**src/rtl/mem_pkg.sv**
```systemverilog
// Shared memory-port definitions: response owner encoding used by the SRAM port
// arbiter and reused by the D-cache / bus bridge.
package mem_pkg;

    typedef enum logic [1:0] {
        RESP_NONE = 2'd0,
        RESP_IF   = 2'd1,
        RESP_LS   = 2'd2
    } resp_owner_e;

    localparam int MEM_ADDR_W_DEF = 32;
    localparam int MEM_DATA_W_DEF = 32;

endpackage

```
**src/rtl/starve_counter.sv**
```systemverilog
// Counts consecutive denied fetch cycles and flags when fetch must be forced
// through; only instantiated when MEM_ARB_STARVE_EN is defined.
module starve_counter #(
    parameter int STARVE_MAX = 4
) (
    input  logic clk,
    input  logic rst_n,
    input  logic if_req_i,
    input  logic if_gnt_i,
    output logic starved_o
);

    localparam int CW = $clog2(STARVE_MAX + 1);
    localparam logic [CW-1:0] CNT_MAX = CW'(STARVE_MAX);

    logic [CW-1:0] cnt_q, cnt_d;

    always_comb begin
        cnt_d = cnt_q;
        if (!if_req_i || if_gnt_i) begin
            cnt_d = '0;
        end else if (cnt_q != CNT_MAX) begin
            cnt_d = cnt_q + 1'b1;
        end
    end

    always_ff @(posedge clk or negedge rst_n) begin
        if (!rst_n) begin
            cnt_q <= '0;
        end else begin
            cnt_q <= cnt_d;
        end
    end

    // Registered count, so the override never feeds back into this cycle's grant.
    assign starved_o = (cnt_q == CNT_MAX);

endmodule

```
**src/rtl/mem_port_arbiter.sv**
```systemverilog
// Single SRAM port shared by IFU fetch and EXU load/store; LSU has priority,
// optional fetch starvation override under MEM_ARB_STARVE_EN.
module mem_port_arbiter
    import mem_pkg::*;
#(
    parameter int ADDR_W     = MEM_ADDR_W_DEF,
    parameter int DATA_W     = MEM_DATA_W_DEF,
    parameter int STARVE_MAX = 4
) (
    input  logic              clk,
    input  logic              rst_n,
    input  logic              if_req_i,
    input  logic [ADDR_W-1:0] if_addr_i,
    output logic              if_gnt_o,
    output logic              if_rvalid_o,
    output logic [DATA_W-1:0] if_rdata_o,
    output logic              hold_o,
    input  logic              flush_i,
    input  logic              ls_req_i,
    input  logic              ls_we_i,
    input  logic [DATA_W/8-1:0] ls_be_i,
    input  logic [ADDR_W-1:0] ls_addr_i,
    input  logic [DATA_W-1:0] ls_wdata_i,
    output logic              ls_gnt_o,
    output logic              ls_rvalid_o,
    output logic [DATA_W-1:0] ls_rdata_o,
    output logic              sram_en_o,
    output logic              sram_we_o,
    output logic [DATA_W/8-1:0] sram_be_o,
    output logic [ADDR_W-1:0] sram_addr_o,
    output logic [DATA_W-1:0] sram_wdata_o,
    input  logic [DATA_W-1:0] sram_rdata_i
);

    resp_owner_e resp_q, resp_d;
    logic        flush_q, flush_d;
    logic        starve_win;
    logic        if_gnt, ls_gnt;

`ifdef MEM_ARB_STARVE_EN
    logic starved;

    starve_counter #(
        .STARVE_MAX (STARVE_MAX)
    ) u_starve_counter (
        .clk       (clk),
        .rst_n     (rst_n),
        .if_req_i  (if_req_i),
        .if_gnt_i  (if_gnt),
        .starved_o (starved)
    );

    assign starve_win = starved;
`else
    // Strict LSU priority; STARVE_MAX has no effect in this build.
    assign starve_win = 1'b0 & (STARVE_MAX > 0);
`endif

    always_comb begin
        if_gnt       = if_req_i & (~ls_req_i | starve_win);
        ls_gnt       = ls_req_i & ~if_gnt;
        sram_en_o    = if_gnt | ls_gnt;
        sram_we_o    = 1'b0;
        sram_be_o    = '1;
        sram_addr_o  = if_addr_i;
        sram_wdata_o = ls_wdata_i;
        if (ls_gnt) begin
            sram_we_o   = ls_we_i;
            sram_be_o   = ls_be_i;
            sram_addr_o = ls_addr_i;
        end
    end

    always_comb begin
        resp_d  = RESP_NONE;
        flush_d = flush_i;
        if (if_gnt) begin
            resp_d = RESP_IF;
        end else if (ls_gnt && !ls_we_i) begin
            resp_d = RESP_LS;
        end
    end

    always_ff @(posedge clk or negedge rst_n) begin
        if (!rst_n) begin
            resp_q  <= RESP_NONE;
            flush_q <= 1'b0;
        end else begin
            resp_q  <= resp_d;
            flush_q <= flush_d;
        end
    end

    assign if_gnt_o    = if_gnt;
    assign ls_gnt_o    = ls_gnt;
    assign hold_o      = if_req_i & ~if_gnt;
    assign if_rvalid_o = (resp_q == RESP_IF) & ~flush_q;
    assign ls_rvalid_o = (resp_q == RESP_LS);
    assign if_rdata_o  = sram_rdata_i;
    assign ls_rdata_o  = sram_rdata_i;

endmodule

```
**config.mk**
```make
export PLATFORM = sky130hd
export DESIGN_NAME = mem_port_arbiter
export DESIGN_NICKNAME = d
export VERILOG_FILES = /design/src/rtl/mem_pkg.sv /design/src/rtl/starve_counter.sv /design/src/rtl/mem_port_arbiter.sv
export SDC_FILE = /design/constraint.sdc
export NUM_CORES = 1
export LEC_CHECK = 0
export ABC_AREA = 1
export CORE_MARGIN = 10
export CORE_UTILIZATION = 17
export CTS_CLUSTER_SIZE = 10
export DETAILED_ROUTE_END_ITERATION = 10
export PLACE_DENSITY = 0.79
export REMOVE_ABC_BUFFERS = 1
export SLEW_MARGIN = 20
export SYNTH_ARGS = -nofsm -noshare
export SYNTH_HDL_FRONTEND = slang
export SYNTH_HIERARCHICAL = 1
export SYNTH_SLANG_ARGS = --single-unit
```
**constraint.sdc**
```tcl
create_clock -name clk -period 0.8 [get_ports clk]
set_clock_uncertainty 0.05 [all_clocks]
set_input_delay 0.12 -clock clk [delete_from_list [all_inputs] [get_ports clk]]
set_output_delay 0.12 -clock clk [all_outputs]
set_load 0.05 [all_outputs]
```
# --- After elaboration in Yosys (flattened, before gate mapping) ---
# Cells that the tools add are included.
word_totals:
  wordCells: 19
  regBits: 3
  output_inout_bits: 139
classes:
  reduce_logical: 2
  n_eq_ne: 2
  n_mux: 5
  n_bitwise: 8
ops:
  columns: ["operator", "n"]
  rows:
  - ["$mux W32", 1]
  - ["$and A1 B1 Y1", 4]
  - ["$mux W2", 2]
  - ["$mux W4", 1]
  - ["$not A1 Y1", 3]
  - ["$eq A2 B1 Y1 const B", 1]
  - ["$eq A2 B2 Y1 const B", 1]
  - ["$logic_and A1 B1 Y1", 1]
  - ["$logic_not A1 Y1", 1]
  - ["$mux W1", 1]
  - ["$or A1 B1 Y1", 1]

# --- Logic depth before layout (Yosys ltp) ---
depth:
  word_depth: 7
  ltp_mapped: 6
  mapped_depth_nobuf: 3

# --- Worst setup path after synthesis ---
# OpenSTA, ideal clock, no wires.
synth_path:
  kind: "input-to-reg"
  startpoint: "in ls_req_i"
  endpoint: "reg resp_q[0]"
  arrival_ns: 1.086
  required_time_ns: 0.547
  stages: 3
  slack_ns: -0.539
  cell_sequence: "buf_6 > buf_2 > nor2_1"
synth_between:
  elab_chain_cells: 3
synth_rtl:
  columns: ["item", "line", "source"]
  rows:
  - ["start: declaration", "mem_port_arbiter.sv:19", "input logic ls_req_i,"]
  - ["$not A1 Y1", "mem_port_arbiter.sv:60", "if_gnt = if_req_i & (~ls_req_i | starve_win);"]
  - ["$and A1 B1 Y1", "mem_port_arbiter.sv:60", null]
  - ["net if_gnt_o", "mem_port_arbiter.sv:14", "output logic if_gnt_o,"]
  - ["$mux W2", "mem_port_arbiter.sv:77", "if (if_gnt) begin"]
  - ["end signal: assignment", "mem_port_arbiter.sv:89", "resp_q <= resp_d;"]
  - ["end: declaration", "mem_port_arbiter.sv:35", "resp_owner_e resp_q, resp_d;"]
# The timed path passes the listed nets, and every way through them passes these cells.

# --- Worst setup path in the final report ---
layout_path:
  startpoint: "reg resp_q[1]"
  endpoint: "out if_rvalid_o"
layout_between:
  elab_chain_cells: 2
layout_rtl:
  columns: ["item", "line", "source"]
  rows:
  - ["$eq A2 B1 Y1", "mem_port_arbiter.sv:97", "assign if_rvalid_o = (resp_q == RESP_IF) & ~flush_q;"]
  - ["$and A1 B1 Y1", "mem_port_arbiter.sv:97", null]
  - ["end: declaration", "mem_port_arbiter.sv:15", "output logic if_rvalid_o,"]
# No other way between the ends.

==> key figures <==
Clock network
  • Clock slew at reported path FFs: 0.03 ns
  • Clock H-tree levels: 1
  • Worst-case clock buffer depth: 2
  • Number of clock sinks: 3
  • Root buffer cell: clkbuf_8
  • CTS Buf Count: 3
  • CTS tree: built

Placed design
  • Detailed placer's ending HPWL: 11600 um
  • Routability Congestion: ~0.98
  • Dpl cells: 338
  • PortBufs: 116

Setup path
  • Worst-path cell chain: inv_2, nand2_2, nor2_4, buf_12
  • Slowest cell delay on critical path: between 0.3 and 0.4 ns
  • CP Max Fanout: 2
  • Crit Path Class: flip-flop to output port
  • Worst EP required: roughly 0.63 ns
  • CP max stage cell: dfrtp_1
  • Arrival time worst endpoint: 0.97 ns
  • CP Launch Point: resp_q[1]
  • CP endpoint kind: output port
  • Startpoint types: flip-flop

Yosys
  • Ys flop type: dfrtp_1
  • Post-synthesis mux area share: 0%
  • Adder-cell area share of the yosys netlist: 0%
  • Largest cells by area after synthesis: buf_4 55%, nand2_1 29%, dfrtp_1 5.8%
  • Synthesis-stage register bit count: 3
  • Post-synthesis cell type count: 10
  • Synth Area in Compound Gates: 0%
  • Post-synth EDFFs: 0
  • Ys Warns: 6
  • Cells after Synth: 221
  • Synth Area in Simple Gates: 32.0%
  • Post-synthesis sequential area ratio: between 5 and 6%
  • Mapped cell area: between 1000 and 1500 um2
  • Synth top area share: a little under three fifths
  • Syn avg cell area: 5.88 um2
  • Yosys top cell by area: buf_4
  • Xor/xnor share of the synthesized area: 0%
  • Most common library cells after synthesis: 100 x nand2_1, 96 x buf_4
  • Combinational family with the most area after synthesis: buffers and inverters
  • Count leader, synth: nand2_1
  • Async SR Flop Fraction: 100%

Timing
  • Worst Max-Slew Pin Slew: 0.196 ns
  • Final Max Slew Viols: 0
  • Final hold violation count: 0
  • Endpoints failing setup: 43
  • Final worst slack: -0.335 ns
  • RSZ-0062 raised after global routing: true
  • Peak Freq: 881 MHz
  • Slew margin rel.: 86.9%
  • Minimum clock period: between 1 and 1.5 ns
  • Final setup TNS: -8.11 ns
  • Tcrit/Tclk final: 142%

Pwr
  • Leakage power: about 1.7 nW
  • Worst VDD drop: 426 uV
  • Pwr per Cell Area: 934 nW/um2
  • Psw: 0.00138 W
  • Internal: between 0.0015 and 0.002 W
  • Sequential share of power: 5.4%
  • Power share of the combinational group: 79.7%
  • Clk pwr share: 14.9%
  • Sw frac: 45.2%

Routing
  • DRC Markers: 0
  • Met2 WL: 6930 um
  • Max layer used: met5
  • DRT iter0 DRCs: 66
  • Routed met1 length: 3080 um
  • DR WL/cell: 38.3 um
  • Vias: between 1.5k and 2k
  • Vias per std cell: 4.39
  • 1st-pass router iterations: 4
  • Routed Wire Length: 13800 um
  • Routed wl met3: ~3300 um
  • Routed Antenna Nets: 0

Final layout
  • Antenna fix cells: 0
  • Nets@finish: 400
  • Finished Layout Cells: 360
  • Area delta synth->final: 151%
  • Layout cells sized above 1: 67.8%
  • Final Util: 44.5%

Status
  • Failing checks: negative setup slack
  • Status: complete, but fails checks

Die
  • Floorplan core area: 7330 um2
  • Die width: 107 um
  • Initial Utilization: 17.7%
  • Row count: 31
  • I/O Pins: between 200 and 300
  • Die height: 107 um
  • Die area: ~12000 um2

Global route
  • Number of antenna violations at the first check in global routing: 0
  • Largest net degree at the start of global routing: 9
  • All-Layer GR Usage: 22.0%
  • First-pass GRT wire length: between 15000 and 20000 um
  • Congestion Overflow GR: 0
  • Vias in the first global route: 1773

Worst hold path
  • Hold Path Class: input pin to asynchronous set/reset pin

Flow run
  • Max Cap Viol: 0
## sequential cells by signal (all words and copies together) (netlist names)
register	count
flush_q	1
resp_q	2
## per-layer routing
layer | vias to the layer above | global-route usage [%]
li1 | 637 | -
met1 | 686 | 13.8
met2 | 237 | 39.0
met3 | 17 | 25.1
met4 | 2 | 6.11
met5 | - | 5.36
## what timing repair did
action | 4_1_cts | 5_1_grt
setup endpoints to repair | 45 | 43
pin swaps | 81 | 43
resized for setup | 259 | 45
cloned | 8 | 0
hold buffers | 0 | 0
setup buffers | 10 | 2
endpoints found under the hold margin | 0 | 0
## cells by family after synthesis
group | after synthesis
buf+inv | 110
simple gates | 108
flops | 3
## power groups by stage
stage          combinational (W)  clock (W)  sequential (W)
5_1_grt                  0.00252   0.000475        0.000166
4_1_cts                  0.00233   0.000466        0.000163
3_5_place_dp             0.00189          0        0.000165
6_report                 0.00243   0.000453        0.000166
3_3_place_gp             0.00188          0        0.000164
2_1_floorplan           0.000708          0        0.000164
## layout make-up
class	instances	area (um2)
clock buffers	4	45.0
fillers	672	4070
inverters	5	36.3
multi-input cells	108	1070
flip-flops and latches	3	75.1
well taps	99	124
repair buffers	138	1870
repair inverters	3	41.3
## layout by cell type, fill, tap and decap left out, types with 2 or more instances in the layout
| cell type | n |
|---|---|
| nand2_4 | 78 |
| dlygate4sd2_1 | 67 |
| buf_12 | 47 |
| nand2_2 | 20 |
| buf_6 | 7 |
| buf_16 | 5 |
| or2_1 | 4 |
| buf_4 | 4 |
| clkbuf_8 | 3 |
| dfrtp_1 | 3 |
| buf_8 | 3 |
| inv_12 | 2 |
| nand2_1 | 2 |
| inv_2 | 2 |
| nor2_4 | 2 |
| inv_4 | 2 |
| nor2_1 | 2 |
| clkdlybuf4s50_1 | 2 |
| dlymetal6s2s_1 | 2 |
## worst max-delay path: cells and delay by family, from the launching register on
family	cells	cell delay, ns
buffers and inverters	2	0.20
DFF	1	0.36
and+or+nand+nor	2	0.19
## stage by stage
stage,power [W],setup WS (ns),cell area (um2),hold WS (ns)
finish,0.00305,-0.335,3260,0.0283
global placement,0.00204,-0.751,2240,0.191
detailed placement,0.00205,-0.785,2240,0.191
global route,0.00316,-0.360,3260,0.0327
floorplan,0.000872,-0.455,509,-0.226
CTS,0.00296,-0.344,3080,0.0264
## worst max path at each step
stage | endpoint | slack [ns] | cells past startpoint
after floorplan | if_rvalid_o | -0.45 | 3
after global placement | sram_addr_o[3] | -0.75 | 6
after detailed placement | sram_addr_o[3] | -0.78 | 6
after CTS | if_rvalid_o | -0.34 | 4
after global routing | if_rvalid_o | -0.36 | 4
final | if_rvalid_o | -0.34 | 4
No activity file was read; power rests on OpenSTA's default activity.
